## config.mk

```make
export PLATFORM = sky130hd
export DESIGN_NAME = i2c_scl_gen
export DESIGN_NICKNAME = d
export VERILOG_FILES = /design/src/rtl/i2c_scl_gen.sv
export SDC_FILE = /design/constraint.sdc
export NUM_CORES = 1
export LEC_CHECK = 0
export BUFFER_PORTS_ARGS = -buffer_cell sky130_fd_sc_hd__buf_2
export CAP_MARGIN = 20
export CELL_PAD_IN_SITES_DETAIL_PLACEMENT = 1
export CELL_PAD_IN_SITES_GLOBAL_PLACEMENT = 2
export CORE_UTILIZATION = 38
export CTS_BUF_LIST = sky130_fd_sc_hd__clkbuf_8 sky130_fd_sc_hd__clkbuf_16
export CTS_CLUSTER_SIZE = 28
export DETAILED_ROUTE_END_ITERATION = 16
export PLACE_DENSITY_LB_ADDON = 0.1
export REMOVE_ABC_BUFFERS = 1
export SYNTH_ARGS = -nofsm -noshare
export SYNTH_HDL_FRONTEND = slang
export SYNTH_SLANG_ARGS = --single-unit
```

## constraint.sdc

```tcl
create_clock -name clk_in -period 5.5 [get_ports clk_in]
set_input_delay 0.825 -clock clk_in [delete_from_list [all_inputs] [get_ports clk_in]]
set_output_delay 0.825 -clock clk_in [all_outputs]
set_load 0.05 [all_outputs]
```

## src/rtl/i2c_scl_gen.sv

```systemverilog
// I2C bit-clock generator: divides clk_in into a 4-phase SCL period with one-cycle phase strobes.
// Latency: fall_stb/clk_out low on the edge after en is seen in IDLE; every phase lasts eff=max(div_q,MIN_DIV_Q) cycles.
// Backpressure: a low synchronised scl_in holds the last cycle of phase 2 (clock stretching) for as long as it stays low.
//
// Ports:
//   clk_in    system clock              reset     synchronous active-high reset
//   en        request SCL periods       div_q     quarter-period in clk_in cycles
//   scl_in    bus SCL (asynchronous)    clk_out   generated SCL level (idles high)
//   busy      a period is in progress   stretched phase 2 held by a low scl_in
//   fall_stb / mlow_stb / rise_stb / mhigh_stb   one-cycle strobes at the start of phases 0..3
module i2c_scl_gen #(
    parameter int CNT_W      = 10,
    parameter int MIN_DIV_Q  = 4,
    parameter int STRETCH_EN = 1
) (
    input  logic             clk_in,
    input  logic             reset,
    input  logic             en,
    input  logic [CNT_W-1:0] div_q,
    input  logic             scl_in,
    output logic             clk_out,
    output logic             busy,
    output logic             fall_stb,
    output logic             mlow_stb,
    output logic             rise_stb,
    output logic             mhigh_stb,
    output logic             stretched
);

    typedef enum logic {IDLE, RUN} state_e;

    localparam logic [CNT_W-1:0] MIN_DIV = CNT_W'(MIN_DIV_Q);

    state_e           state_q, state_d;
    logic [1:0]       phase_q, phase_d;
    logic [CNT_W-1:0] cnt_q, cnt_d;
    logic [CNT_W-1:0] eff_q, eff_d;
    logic             clk_q, clk_d;
    logic             fall_q, fall_d;
    logic             mlow_q, mlow_d;
    logic             rise_q, rise_d;
    logic             mhigh_q, mhigh_d;
    logic             sync1_q, sync2_q;

    logic [CNT_W-1:0] eff_in;
    logic             last_cnt;
    logic             scl_ok;

    // Clamp applied before latching so short divisors still cover synchroniser latency.
    assign eff_in   = (div_q < MIN_DIV) ? MIN_DIV : div_q;
    assign last_cnt = (cnt_q == eff_q - CNT_W'(1));
    // With stretching disabled the bus level is ignored entirely.
    assign scl_ok   = (STRETCH_EN == 0) || sync2_q;

    always_comb begin
        state_d = state_q;
        phase_d = phase_q;
        cnt_d   = cnt_q;
        eff_d   = eff_q;
        clk_d   = clk_q;
        fall_d  = 1'b0;
        mlow_d  = 1'b0;
        rise_d  = 1'b0;
        mhigh_d = 1'b0;
        case (state_q)
            IDLE: begin
                if (en) begin
                    state_d = RUN;
                    phase_d = 2'd0;
                    cnt_d   = '0;
                    eff_d   = eff_in;
                    clk_d   = 1'b0;
                    fall_d  = 1'b1;
                end
            end
            RUN: begin
                if (!last_cnt) begin
                    cnt_d = cnt_q + CNT_W'(1);
                end else begin
                    case (phase_q)
                        2'd0: begin
                            phase_d = 2'd1;
                            cnt_d   = '0;
                            mlow_d  = 1'b1;
                        end
                        2'd1: begin
                            phase_d = 2'd2;
                            cnt_d   = '0;
                            clk_d   = 1'b1;
                            rise_d  = 1'b1;
                        end
                        2'd2: begin
                            // Counter parks on its last value while the slave holds SCL low.
                            if (scl_ok) begin
                                phase_d = 2'd3;
                                cnt_d   = '0;
                                mhigh_d = 1'b1;
                            end
                        end
                        default: begin
                            // en is only honoured here, so a period is never truncated.
                            phase_d = 2'd0;
                            cnt_d   = '0;
                            if (en) begin
                                eff_d  = eff_in;
                                clk_d  = 1'b0;
                                fall_d = 1'b1;
                            end else begin
                                state_d = IDLE;
                            end
                        end
                    endcase
                end
            end
            default: state_d = IDLE;
        endcase
    end

    always_ff @(posedge clk_in) begin
        if (reset) begin
            state_q <= IDLE;
            phase_q <= 2'd0;
            cnt_q   <= '0;
            eff_q   <= MIN_DIV;
            clk_q   <= 1'b1;
            fall_q  <= 1'b0;
            mlow_q  <= 1'b0;
            rise_q  <= 1'b0;
            mhigh_q <= 1'b0;
            sync1_q <= 1'b1;
            sync2_q <= 1'b1;
        end else begin
            state_q <= state_d;
            phase_q <= phase_d;
            cnt_q   <= cnt_d;
            eff_q   <= eff_d;
            clk_q   <= clk_d;
            fall_q  <= fall_d;
            mlow_q  <= mlow_d;
            rise_q  <= rise_d;
            mhigh_q <= mhigh_d;
            sync1_q <= scl_in;
            sync2_q <= sync1_q;
        end
    end

    assign clk_out   = clk_q;
    assign busy      = (state_q == RUN);
    assign fall_stb  = fall_q;
    assign mlow_stb  = mlow_q;
    assign rise_stb  = rise_q;
    assign mhigh_stb = mhigh_q;
    assign stretched = (state_q == RUN) && (phase_q == 2'd2) && last_cnt && !scl_ok;

endmodule

```

# Word-level counts from Yosys, hierarchy flattened
# Cells that the tools add are included.
# W data, S select, Z words.
[word_totals]
ramBits = 0
n_memories = 0
mem_bits_ro = 0
reg_bits = 30
latchBits = 0
wordCells = 68
out_inout_bits = 7
[classes]
n_eq_ne = 9
magnitude_cmp = 1
n_addsub = 2
bitwise = 3
multipliers = 0
n_reduce_logical = 13
mux = 29
div_mod_pow = 0
shift = 0
[op_table]
columns = ["cell", "n"]
rows = [
  ["$mux W10", 8],
  ["$pmux W10 S2", 2],
  ["$add A10 B1 Y10 const B", 1],
  ["$eq A10 B10 Y1", 1],
  ["$lt A10 B3 Y1 const B", 1],
  ["$mux W1", 10],
  ["$sub A10 B1 Y10 const B", 1],
  ["$pmux W1 S2", 4],
  ["$mux W2", 3],
  ["$ne A2 B2 Y1 const B", 3],
  ["$pmux W2 S3", 1],
  ["$reduce_and A2 Y1", 3],
  ["$reduce_or A3 Y1", 2],
  ["$ne A4 B4 Y1 const B", 1],
  ["$pmux W2 S2", 1],
  ["$reduce_or A4 Y1", 1],
  ["$logic_and A1 B1 Y1", 3],
  ["$ne A3 B3 Y1 const B", 1],
  ["$not A1 Y1", 3],
  ["$reduce_and A3 Y1", 1],
  ["$eq A2 B1 Y1 const B", 1],
  ["$eq A2 B2 Y1 const B", 1],
  ["$logic_not A2 Y1", 1],
  ["$ne A2 B1 Y1 const B", 1],
  ["2 further kinds", 2],
]

# Depth between registers and ports, before layout
# Gate-level depths: netlist (run 1).
[logic_depth]
word_depth = 6
mapped_depth = 10
mapped_depth_nobuf = 9

# Least setup slack after synthesis (run 1)
# OpenSTA, ideal clock, no wires.
[synth_path]
kind = "flip-flop to output port"
start = "register eff_q[0]"
end = "output stretched"
setup_slack_ns = 1.318
path_stages_with_launch = 8
arrival_time_ns = 3.357
cell_sequence = "dfxtp_1 -> inv_1 -> ha_1 -> or4b_4 -> or3_1 -> a32oi_2 -> nand2_2 -> nor4_1"
[synth_via]
elab_chain_cells = 4
[synth_lines]
columns = ["item", "line_no", "rtl"]
rows = [
  ["start, declared", "37", "logic [CNT_W-1:0] eff_q, eff_d;"],
  ["start signal, assigned", "124", "eff_q <= MIN_DIV;"],
  ["start signal, assigned", "136", "eff_q <= eff_d;"],
  ["$sub A10 B1 Y10", "51", "assign last_cnt = (cnt_q == eff_q - CNT_W'(1));"],
  ["$eq A10 B10 Y1", "51", ""],
  ["$logic_and A1 B1 Y1 (2 in a row)", "153", "assign stretched = (state_q == RUN) && (phase_q == 2'd2) && last_cnt && !scl_ok;"],
  ["end, declared", "27", "output logic stretched"],
]
# No other way between the ends.

# Worst setup path in the final report (run 1)
# Same ends and word-level chain as after synthesis.

==> out/qor.csv, run 1 <==
metric,value,unit
status,"finished, final reports clean",
clkLatencyLatePin,0.28,ns
synth.avg_cell_area,8.97,µm²
drc,0,
worst_pin_slew,0.633,ns
cp_max_fo,6,
initial_core_util,0.408,
r2r_start,eff_q[0]$_SDFFE_PP0P_,
via_per_inst,5.68,
post_cts.repair.setup_buffers,0,
die_x,68.5,µm
synth_area_leaders,"dfxtp_1 (36%), xnor2_1 (4.7%), ha_1 (4.5%), mux2i_1 (4.2%), a21oi_1 (3.9%)",
core,4120,µm²
die_h,68.5,µm
r2r-end,cnt_q[3]$_SDFFE_PP0P_,
fin_area,1920,µm²
max_freq,0.270,GHz
grtUsageMet1,0.259,
antenna_found_initial,0,
synth-seq-cells,30,
power_density,303,nW/µm²
period_minus_slack,3.71,ns
grt_util_all_layers,0.207,
worstRegToRegCells,9,
grtUsageMet3,0.0467,
fin_util,0.468,
num_rows,23,
portBuffers,20,
tritoncts,yes,
die_area,4690,µm²
fin_setup_tns,0,ns
dpl.hpwl,3.14,mm
hold_path_class,flip-flop to flip-flop,
htreeDepth,2,
firstDrtPassIters,4,
r2r_setup_slack,2.50,ns
routedWlPerCell,16.6,µm
ir_worst_vdd,0.196,mV
drt-initial-drc-count,35,
drive_gt1_frac,0.192,
fillers,500,
multi_input_area,985,µm²
antenna_cells,0,
p_leak,0.000743,µW
synth_cells,187,
holdBufCountCts,0,
numCtsBuffers,5,
setup_viol,0,
yosysSeqAreaShare,0.358,
netlist_area,1680,µm²
synth_top_area_cell,dfxtp_1,
synth.top_cell.area_share,0.358,
place_congestion,0.787,
start_kind,flip-flop,
root_buffer,clkbuf_8,
cts.repair.resized,0,
area_growth,14.7,%
required,4.68,ns
ys_types,46,
cts_buffer_depth,2,
finalPower,584,µW
via_count,1466,
dpl_cell_area,1780,µm²
endpoint,stretched,
seq_area,601,µm²
drv_slew,0,
worstSetupStartpoint,eff_q[0]$_SDFFE_PP0P_,
yosys_warnings,0,
rsz0062_at_grt,no,
num_io_pins,21,
wirelength,4.27,mm
grt_first_pass_wirelength,6.96,mm
worstSetupPathType,flip-flop to output port,
grtUsageMet2,0.342,
cp-end-kind,output port,
maxSlewHeadroom,0.577,
first_global_vias,1475,
clock_skew,0.00762,ns
overflow,0,
gr-max-usage-layer,met2,
drv_cap,0,
final_common_cell,dfxtp_1,
min_period_over_period,0.674,
grt_max_degree,22,
final_cell_mix,"dfxtp_1 (30), buf_2 (20), nor2_1 (13), a21oi_1 (13)",
layout.nets,227,
final_hold_viol_count,0,
cts.sinks,30,
critPathArrivalTime,2.88,ns
hold_ws,0.416,ns
final_antenna_net_count,0,
path_clk_slew,0.07,ns
worst min-delay path by stage:
stage                                   from                 to  slack [ns]  cells after the start
after floorplan           sync1_q$_SDFF_PP1_  scl_ok$_SDFF_PP1_        0.39                      1
after global placement    sync1_q$_SDFF_PP1_  scl_ok$_SDFF_PP1_        0.41                      1
after detailed placement  sync1_q$_SDFF_PP1_  scl_ok$_SDFF_PP1_        0.41                      1
after CTS                 sync1_q$_SDFF_PP1_  scl_ok$_SDFF_PP1_        0.42                      1
after global routing      sync1_q$_SDFF_PP1_  scl_ok$_SDFF_PP1_        0.46                      1
final                     sync1_q$_SDFF_PP1_  scl_ok$_SDFF_PP1_        0.42                      1
cell families after synthesis:
kind of cell             Yosys count  share of synthesized area
adder cells (fa/ha/maj)            6                     0.0447
AND/OR/NAND/NOR                   69                      0.238
XOR/XNOR                          13                     0.0679
AO/OA/AOI/OAI                     46                      0.195
flip-flops                        30                      0.358
buffers and inverters             16                     0.0552
multiplexers                       7                     0.0418
registers in the layout (all words and copies together) (netlist names):
register / count
busy: 1
clk_out: 1
cnt_q: 10
eff_q: 10
fall_stb: 1
mhigh_stb: 1
mlow_stb: 1
phase_q: 2
rise_stb: 1
scl_ok: 1
sync1_q: 1
through the flow:
stage | instances | setup WS (ns)
2_1_floorplan | 180 | 1.32
3_3_place_gp | 250 | 2.20
3_5_place_dp | 250 | 2.13
4_1_cts | 258 | 1.81
5_1_grt | 258 | 1.61
6_report | 258 | 1.79
worst max-delay path: stages (launching register included):
cell	delay, ns
dfxtp_1	0.35
inv_1	0.09
ha_1	0.28
or4b_4	0.51
or3_1	0.35
a32oi_2	0.30
nand2_2	0.15
nor4_1	0.28
buf_2	0.31
per-layer routing:
metal,part of all wire,vias up
li1,-,729
met1,0.48,701
met2,0.47,29
met3,0.031,7
met4,0.015,0
met5,0,-
power breakdown:
| part | internal (µW) | total, µW | switching [µW] |
|---|---|---|---|
| sequential | 225 | 235 | 10.2 |
| combinational | 28.3 | 72.1 | 43.8 |
| clock | 193 | 277 | 83.5 |
| total | 447 | 584 | 137 |
synth_stat cells, drive strengths merged:
cell type / instances
mux2i: 7
inv: 9
or3: 8
o2111ai: 1
o21bai: 1
and2: 1
a32oi: 1
or2: 2
nor4: 4
dfxtp: 30
dlygate4sd3: 1
a311o: 1
nor2b: 2
or4b: 1
nor2: 14
a21oi: 13
nand2: 9
a31oi: 3
a211o: 4
nand4: 7
o21a: 1
nand2b: 1
and3: 2
o31ai: 6
o41ai: 1
o211ai: 2
nand3: 7
xor2: 4
o21ai: 8
xnor2: 9
nor3: 8
buf: 4
ha: 6
clkbuf: 2
a21o: 1
o21ba: 1
a311oi: 2
or4: 3
cell type report:
type | instances | area share
Tap cell | 50 | 0.0325
Sequential cell | 30 | 0.312
Clock inverter | 2 | 0.0312
Timing Repair Buffer | 20 | 0.0520
Clock buffer | 6 | 0.0429
Inverter | 9 | 0.0176
Multi-Input combinational cell | 141 | 0.512
Power figures use the tool's default switching activity.
==> run 2, diff against run 1 <==
Settings changed: CORE_UTILIZATION 38 to 31.
Clock period 5.5 ns to 3.4 ns, I/O delays scaled along.
==> run 2 against run 1 <==
Wire length down 0.49%; sequential cell count did not move; worst setup slack lost 1.6 ns; global-route usage decreased by 4.1 points; worst hold slack worse by 0.0042 ns; critical path type unchanged; highest routed layer unchanged.
==> out/qor.csv, run 2 (synthesis results as in run 1) <==
metric,value,unit,change
p_sw,225,µW,was 137 µW
firstDrtPassIters,4,,unchanged
p_sw_frac,0.237,,was 0.235
seq_area,601,µm²,unchanged
comb_power_share,0.124,,was 0.123
period_minus_slack,3.21,ns,
final_common_cell,dfxtp_1,,unchanged
antenna_cells,0,,unchanged
worst_pin_slew,0.613,ns,was 0.633 ns
crit_buf_inv,2,,unchanged
min_period_over_period,0.945,,
pwr-share-clk,0.475,,was 0.474
seqPwrFrac,0.401,,was 0.403
final_cell_mix,"dfxtp_1 (30), buf_2 (19), nor2_1 (13), a21oi_1 (13)",,"was dfxtp_1 (30), buf_2 (20), nor2_1 (13), a21oi_1 (13)"
num_io_pins,21,,unchanged
crit_chain,inv_1 -> ha_2 -> or4b_4 -> or3_1 -> a32oi_2 -> nand2_2 -> nor4_4 -> buf_6,,was inv_1 -> ha_1 -> or4b_4 -> or3_1 -> a32oi_2 -> nand2_2 -> nor4_1 -> buf_2
start_kind,flip-flop,,unchanged
portBuffers,20,,unchanged
hold_path_class,flip-flop to flip-flop,,unchanged
tritoncts,yes,,unchanged
cp_top_family,simple AND/OR/NAND/NOR gates,,unchanged
worst_path_largest_cell_delay,0.48,ns,was 0.51 ns
setup_viol,0,,unchanged
cp-end-kind,output port,,unchanged
multi_input_area,1000,µm²,was 985 µm²
grt_first_pass_wirelength,6.98,mm,was 6.96 mm
top_regs,"cnt_q (10), eff_q (10), phase_q (2)",,unchanged
worstSetupPathType,flip-flop to output port,,unchanged
crit_slowest_cell,or4b_4,,unchanged
status,"finished, final reports clean",,unchanged
drv_slew,0,,unchanged
final_antenna_net_count,0,,unchanged
wirelength,4.25,mm,was 4.27 mm
final_hold_viol_count,0,,unchanged
antenna_found_initial,0,,unchanged
max_freq,0.311,GHz,
p_leak,0.000749,µW,was 0.000743 µW
path_clk_slew,0.07,ns,about the same
fin_util,0.381,,was 0.468
die_h,75.6,µm,was 68.5 µm
area_growth,17.6,%,was 14.7%
die_area,5710,µm²,was 4690 µm²
drc,0,,unchanged
intPower,723,µW,was 447 µW
cts.sinks,30,,unchanged
first_global_vias,1437,,"was 1,475"
hold_ws,0.412,ns,was 0.416 ns
place_congestion,0.791,,was 0.787
drt-initial-drc-count,47,,was 35
clock_skew,0.00296,ns,was 0.00762 ns
drive_gt1_frac,0.202,,was 0.192
numCtsBuffers,5,,unchanged
layout.nets,227,,unchanged
routedWlPerCell,15.3,µm,was 16.6 µm
core,5170,µm²,was 4120 µm²
critPathArrivalTime,2.70,ns,was 2.88 ns
clkLatencyLatePin,0.28,ns,about the same
fillers,622,,was 500
grt_max_degree,22,,unchanged
post_cts.repair.setup_buffers,0,,unchanged
cts_buffer_depth,2,,unchanged
power_density,481,nW/µm²,was 303 nW/µm²
overflow,0,,unchanged
root_buffer,clkbuf_8,,unchanged
die_x,75.6,µm,was 68.5 µm
grt_util_all_layers,0.167,,was 0.207
required,2.89,ns,was 4.68 ns
via_per_inst,5.21,,was 5.68
dpl.hpwl,3.25,mm,was 3.14 mm
maxSlewHeadroom,0.591,,was 0.577
cp_max_fo,6,,unchanged
drv_cap,0,,unchanged
via_count,1449,,"was 1,466"
ir_worst_vdd,0.218,mV,was 0.196 mV
num_rows,26,,was 23
htreeDepth,2,,unchanged
initial_core_util,0.324,,was 0.408
-- run 2: cell counts in the layout (fill, tap and decap cells not counted) --
No cell type changed its count.
-- run 2: path summary, 6_finish.rpt --
check	start	to	slack [ns]	depth (start not counted)
worst max-delay path	eff_q[0]$_SDFFE_PP0P_	stretched	0.19	8
worst min-delay path	sync1_q$_SDFF_PP1_	scl_ok$_SDFF_PP1_	0.41	1
worst max register to register	eff_q[0]$_SDFFE_PP0P_	cnt_q[2]$_SDFFE_PP0P_	0.55	9
worst min register to register	sync1_q$_SDFF_PP1_	scl_ok$_SDFF_PP1_	0.41	1
-- run 2: timing repair --
item,4_1_cts,5_1_grt
hold buffers,0,0
setup endpoints to repair,0,1
gates resized for setup,0,6
-- run 2: layer usage --
layer  vias up  routed length [µm]  share of wire  track usage
met5         -                   0              0            0
met4         0                  82          0.019       0.0700
met3         9                 102          0.024       0.0331
met2        17                2140           0.50        0.299
met1       687                1930           0.45        0.194
li1        736                   -              -            -
-- run 2: worst reg2reg max path, stage by stage (launching register included) --
cell and delay, ns:
dfxtp_1 0.34, inv_1 0.09, ha_2 0.23, or4b_4 0.48, or3_1 0.33, a32oi_2 0.27, nand2_2 0.17, nor3_4 0.36
a211o_2 0.31, o21ba_1 0.17
-- run 2: power groups by stage --
stage	combinational [µW]	clock, µW	sequential (µW)
after floorplan	75.2	0	392
after global placement	113	0	388
after detailed placement	115	0	389
after CTS	116	461	380
after global routing	132	483	383
final	118	450	380
-- run 2: layout make-up --
| cell class | count | area share |
|---|---|---|
| flip-flops and latches | 30 | 0.304 |
| inverters | 9 | 0.0171 |
| well taps | 70 | 0.0444 |
| repair buffers | 20 | 0.0539 |
| multi-input cells | 141 | 0.508 |
| clock inverters | 2 | 0.0304 |
| clock buffers | 6 | 0.0419 |
-- run 2: metrics by stage --
stage	area, µm²	setup TNS [ns]	std cells	power (µW)	worst slack (ns)
CTS	1950	0	278	958	0.0324
floorplan	1620	-0.467	180	467	-0.467
global route	1970	-0.0115	278	998	-0.0115
finish	1970	0	278	948	0.187
detailed placement	1810	0	270	504	0.354
global placement	1810	0	270	501	0.423
==> run 3, diff against run 2 <==
==> constraint.sdc (replaced) <==
create_clock -name clk_in -period 3.4 [get_ports clk_in]
set_input_delay 0.51 -clock clk_in [delete_from_list [all_inputs] [get_ports clk_in]]
set_output_delay 0.51 -clock clk_in [all_outputs]
set_load 0.1 [all_outputs]
==> run 3 against run 2 <==
Via count decreased by 1.7%; non-clock buffer count increased by 1; fmax increased by 2.3%; total power increased by 1.8%; clock power increased by 0.9%; clock skew increased by 0.0026 ns; critical path depth unchanged; register-to-register slack got worse by 0.13 ns; sequential power about the same; first-iteration DRC count increased by 55%; die area unchanged.
==> out/qor.csv, run 3 (synthesis results as in run 1) <==
metric,value,unit,change
status,"finished, final reports clean",,unchanged
layout_setup_ws,0.259,ns,was 0.187 ns
hold_path_class,primary input to flip-flop,,was flip-flop to flip-flop
grt_first_pass_wirelength,7.11,mm,was 6.98 mm
hold_ws,0.407,ns,was 0.412 ns
dpl_cell_area,1820,µm²,was 1810 µm²
drt-initial-drc-count,73,,was 47
via_count,1425,,"was 1,449"
p_leak,0.000756,µW,was 0.000749 µW
power_density,485,nW/µm²,was 481 nW/µm²
period_minus_slack,3.14,ns,was 3.21 ns
r2r_start,eff_q[0]$_SDFFE_PP0P_,,unchanged
portBuffers,20,,unchanged
worst_pin_slew,0.624,ns,was 0.613 ns
drv_cap,0,,unchanged
drc,0,,unchanged
via_per_inst,5.11,,was 5.21
endpoint,stretched,,unchanged
multi_input_area,1000,µm²,unchanged
final_cell_mix,"dfxtp_1 (30), buf_2 (19), nor2_1 (13), a21oi_1 (13)",,unchanged
drv_slew,0,,unchanged
grt_util_all_layers,0.171,,was 0.167
worstRegToRegCells,10,,was 9
critPathArrivalTime,2.63,ns,was 2.70 ns
worstSetupStartpoint,eff_q[0]$_SDFFE_PP0P_,,unchanged
dpl.hpwl,3.33,mm,was 3.25 mm
fin_area,1990,µm²,was 1970 µm²
final_hold_viol_count,0,,unchanged
r2r_setup_slack,0.42,ns,was 0.55 ns
required,2.89,ns,about the same
fin_setup_tns,0,ns,unchanged
die_x,75.6,µm,unchanged
layout.nets,228,,was 227
cp-end-kind,output port,,unchanged
routedWlPerCell,15.6,µm,was 15.3 µm
tritoncts,yes,,unchanged
start_kind,flip-flop,,unchanged
stdcell_count,279,,was 278
root_buffer,clkbuf_8,,unchanged
die_area,5710,µm²,unchanged
min_period_over_period,0.924,,was 0.945
cp_max_fo,6,,unchanged
cts.sinks,30,,unchanged
final_antenna_net_count,0,,unchanged
fillers,619,,was 622
area_growth,18.6,%,was 17.6%
initial_core_util,0.324,,unchanged
seq_area,601,µm²,unchanged
drive_gt1_frac,0.206,,was 0.202
place_congestion,0.795,,was 0.791
clock_skew,0.00554,ns,was 0.00296 ns
antenna_found_initial,0,,unchanged
wirelength,4.36,mm,was 4.25 mm
final_common_cell,dfxtp_1,,unchanged
rsz0062_at_grt,no,,
cts_buffer_depth,2,,unchanged
path_clk_slew,0.07,ns,about the same
firstDrtPassIters,4,,unchanged
dp_slack,0.203,ns,was 0.354 ns
numCtsBuffers,5,,unchanged
r2r-end,cnt_q[5]$_SDFFE_PP0P_,,was cnt_q[2]$_SDFFE_PP0P_
ir_worst_vdd,0.158,mV,was 0.218 mV
die_h,75.6,µm,unchanged
num_rows,26,,unchanged
htreeDepth,2,,unchanged
maxSlewHeadroom,0.584,,was 0.591
clkLatencyLatePin,0.28,ns,about the same
worstSetupPathType,flip-flop to output port,,unchanged
first_global_vias,1442,,"was 1,437"
overflow,0,,unchanged
grt_max_degree,22,,unchanged
place_inst,270,,unchanged
max_freq,0.318,GHz,was 0.311 GHz
antenna_cells,0,,unchanged
core,5170,µm²,unchanged
num_io_pins,21,,unchanged
setup_viol,0,,unchanged
top_regs,"cnt_q (10), eff_q (10), phase_q (2)",,unchanged
## run 3: cell types whose count changed in the layout (fill, tap and decap cells not counted), sizes merged
cell and delta:
buf +1
## run 3: final cells by class
class | instances | share of cell area
Clock buffer | 6 | 0.0415
Clock inverter | 2 | 0.0302
Inverter | 9 | 0.0170
Multi-Input combinational cell | 141 | 0.504
Sequential cell | 30 | 0.302
Tap cell | 70 | 0.0440
Timing Repair Buffer | 21 | 0.0616
## run 3: report_power, final
part	internal (µW)	switching, µW
clock	313	141
combinational	48.3	83.1
sequential	364	16.4
## run 3: layer usage
layer / share of wire / wire length (µm) / track usage
met1: 0.46 / 1990 / 0.202
met2: 0.51 / 2210 / 0.307
met3: 0.025 / 109 / 0.0397
met4: 0.013 / 55 / 0.0556
met5: 0 / 0 / 0
## run 3: how the worst min path moves through the flow
stage | start | endpoint | depth (start not counted)
after detailed placement | sync1_q$_SDFF_PP1_ | scl_ok$_SDFF_PP1_ | 1
final | scl_in | sync1_q$_SDFF_PP1_ | 2
after global placement | sync1_q$_SDFF_PP1_ | scl_ok$_SDFF_PP1_ | 1
after global routing | scl_in | sync1_q$_SDFF_PP1_ | 2
after CTS | scl_in | sync1_q$_SDFF_PP1_ | 2
after floorplan | sync1_q$_SDFF_PP1_ | scl_ok$_SDFF_PP1_ | 1
## run 3: metrics by stage
stage / power [µW] / util
detailed placement: 514 / 0.352
finish: 966 / 0.385
floorplan: 477 / -
global placement: 510 / 0.352
global route: 1010 / 0.385
CTS: 976 / 0.383
## run 3: critical path, cell delays in order, from the launching register on
cell	delay, ns
dfxtp_1	0.35
inv_1	0.09
ha_2	0.23
or4b_4	0.48
or3_1	0.33
a32oi_2	0.25
nand2_2	0.16
nor4_4	0.23
buf_12	0.21
## run 3: what timing repair did
action	in CTS	in global routing
setup buffers	0	1
hold buffers	0	0
gates resized for setup	2	1
gates cloned	0	0
setup endpoints to repair	1	1
endpoints found under the hold margin	0	0
pin swaps	0	2
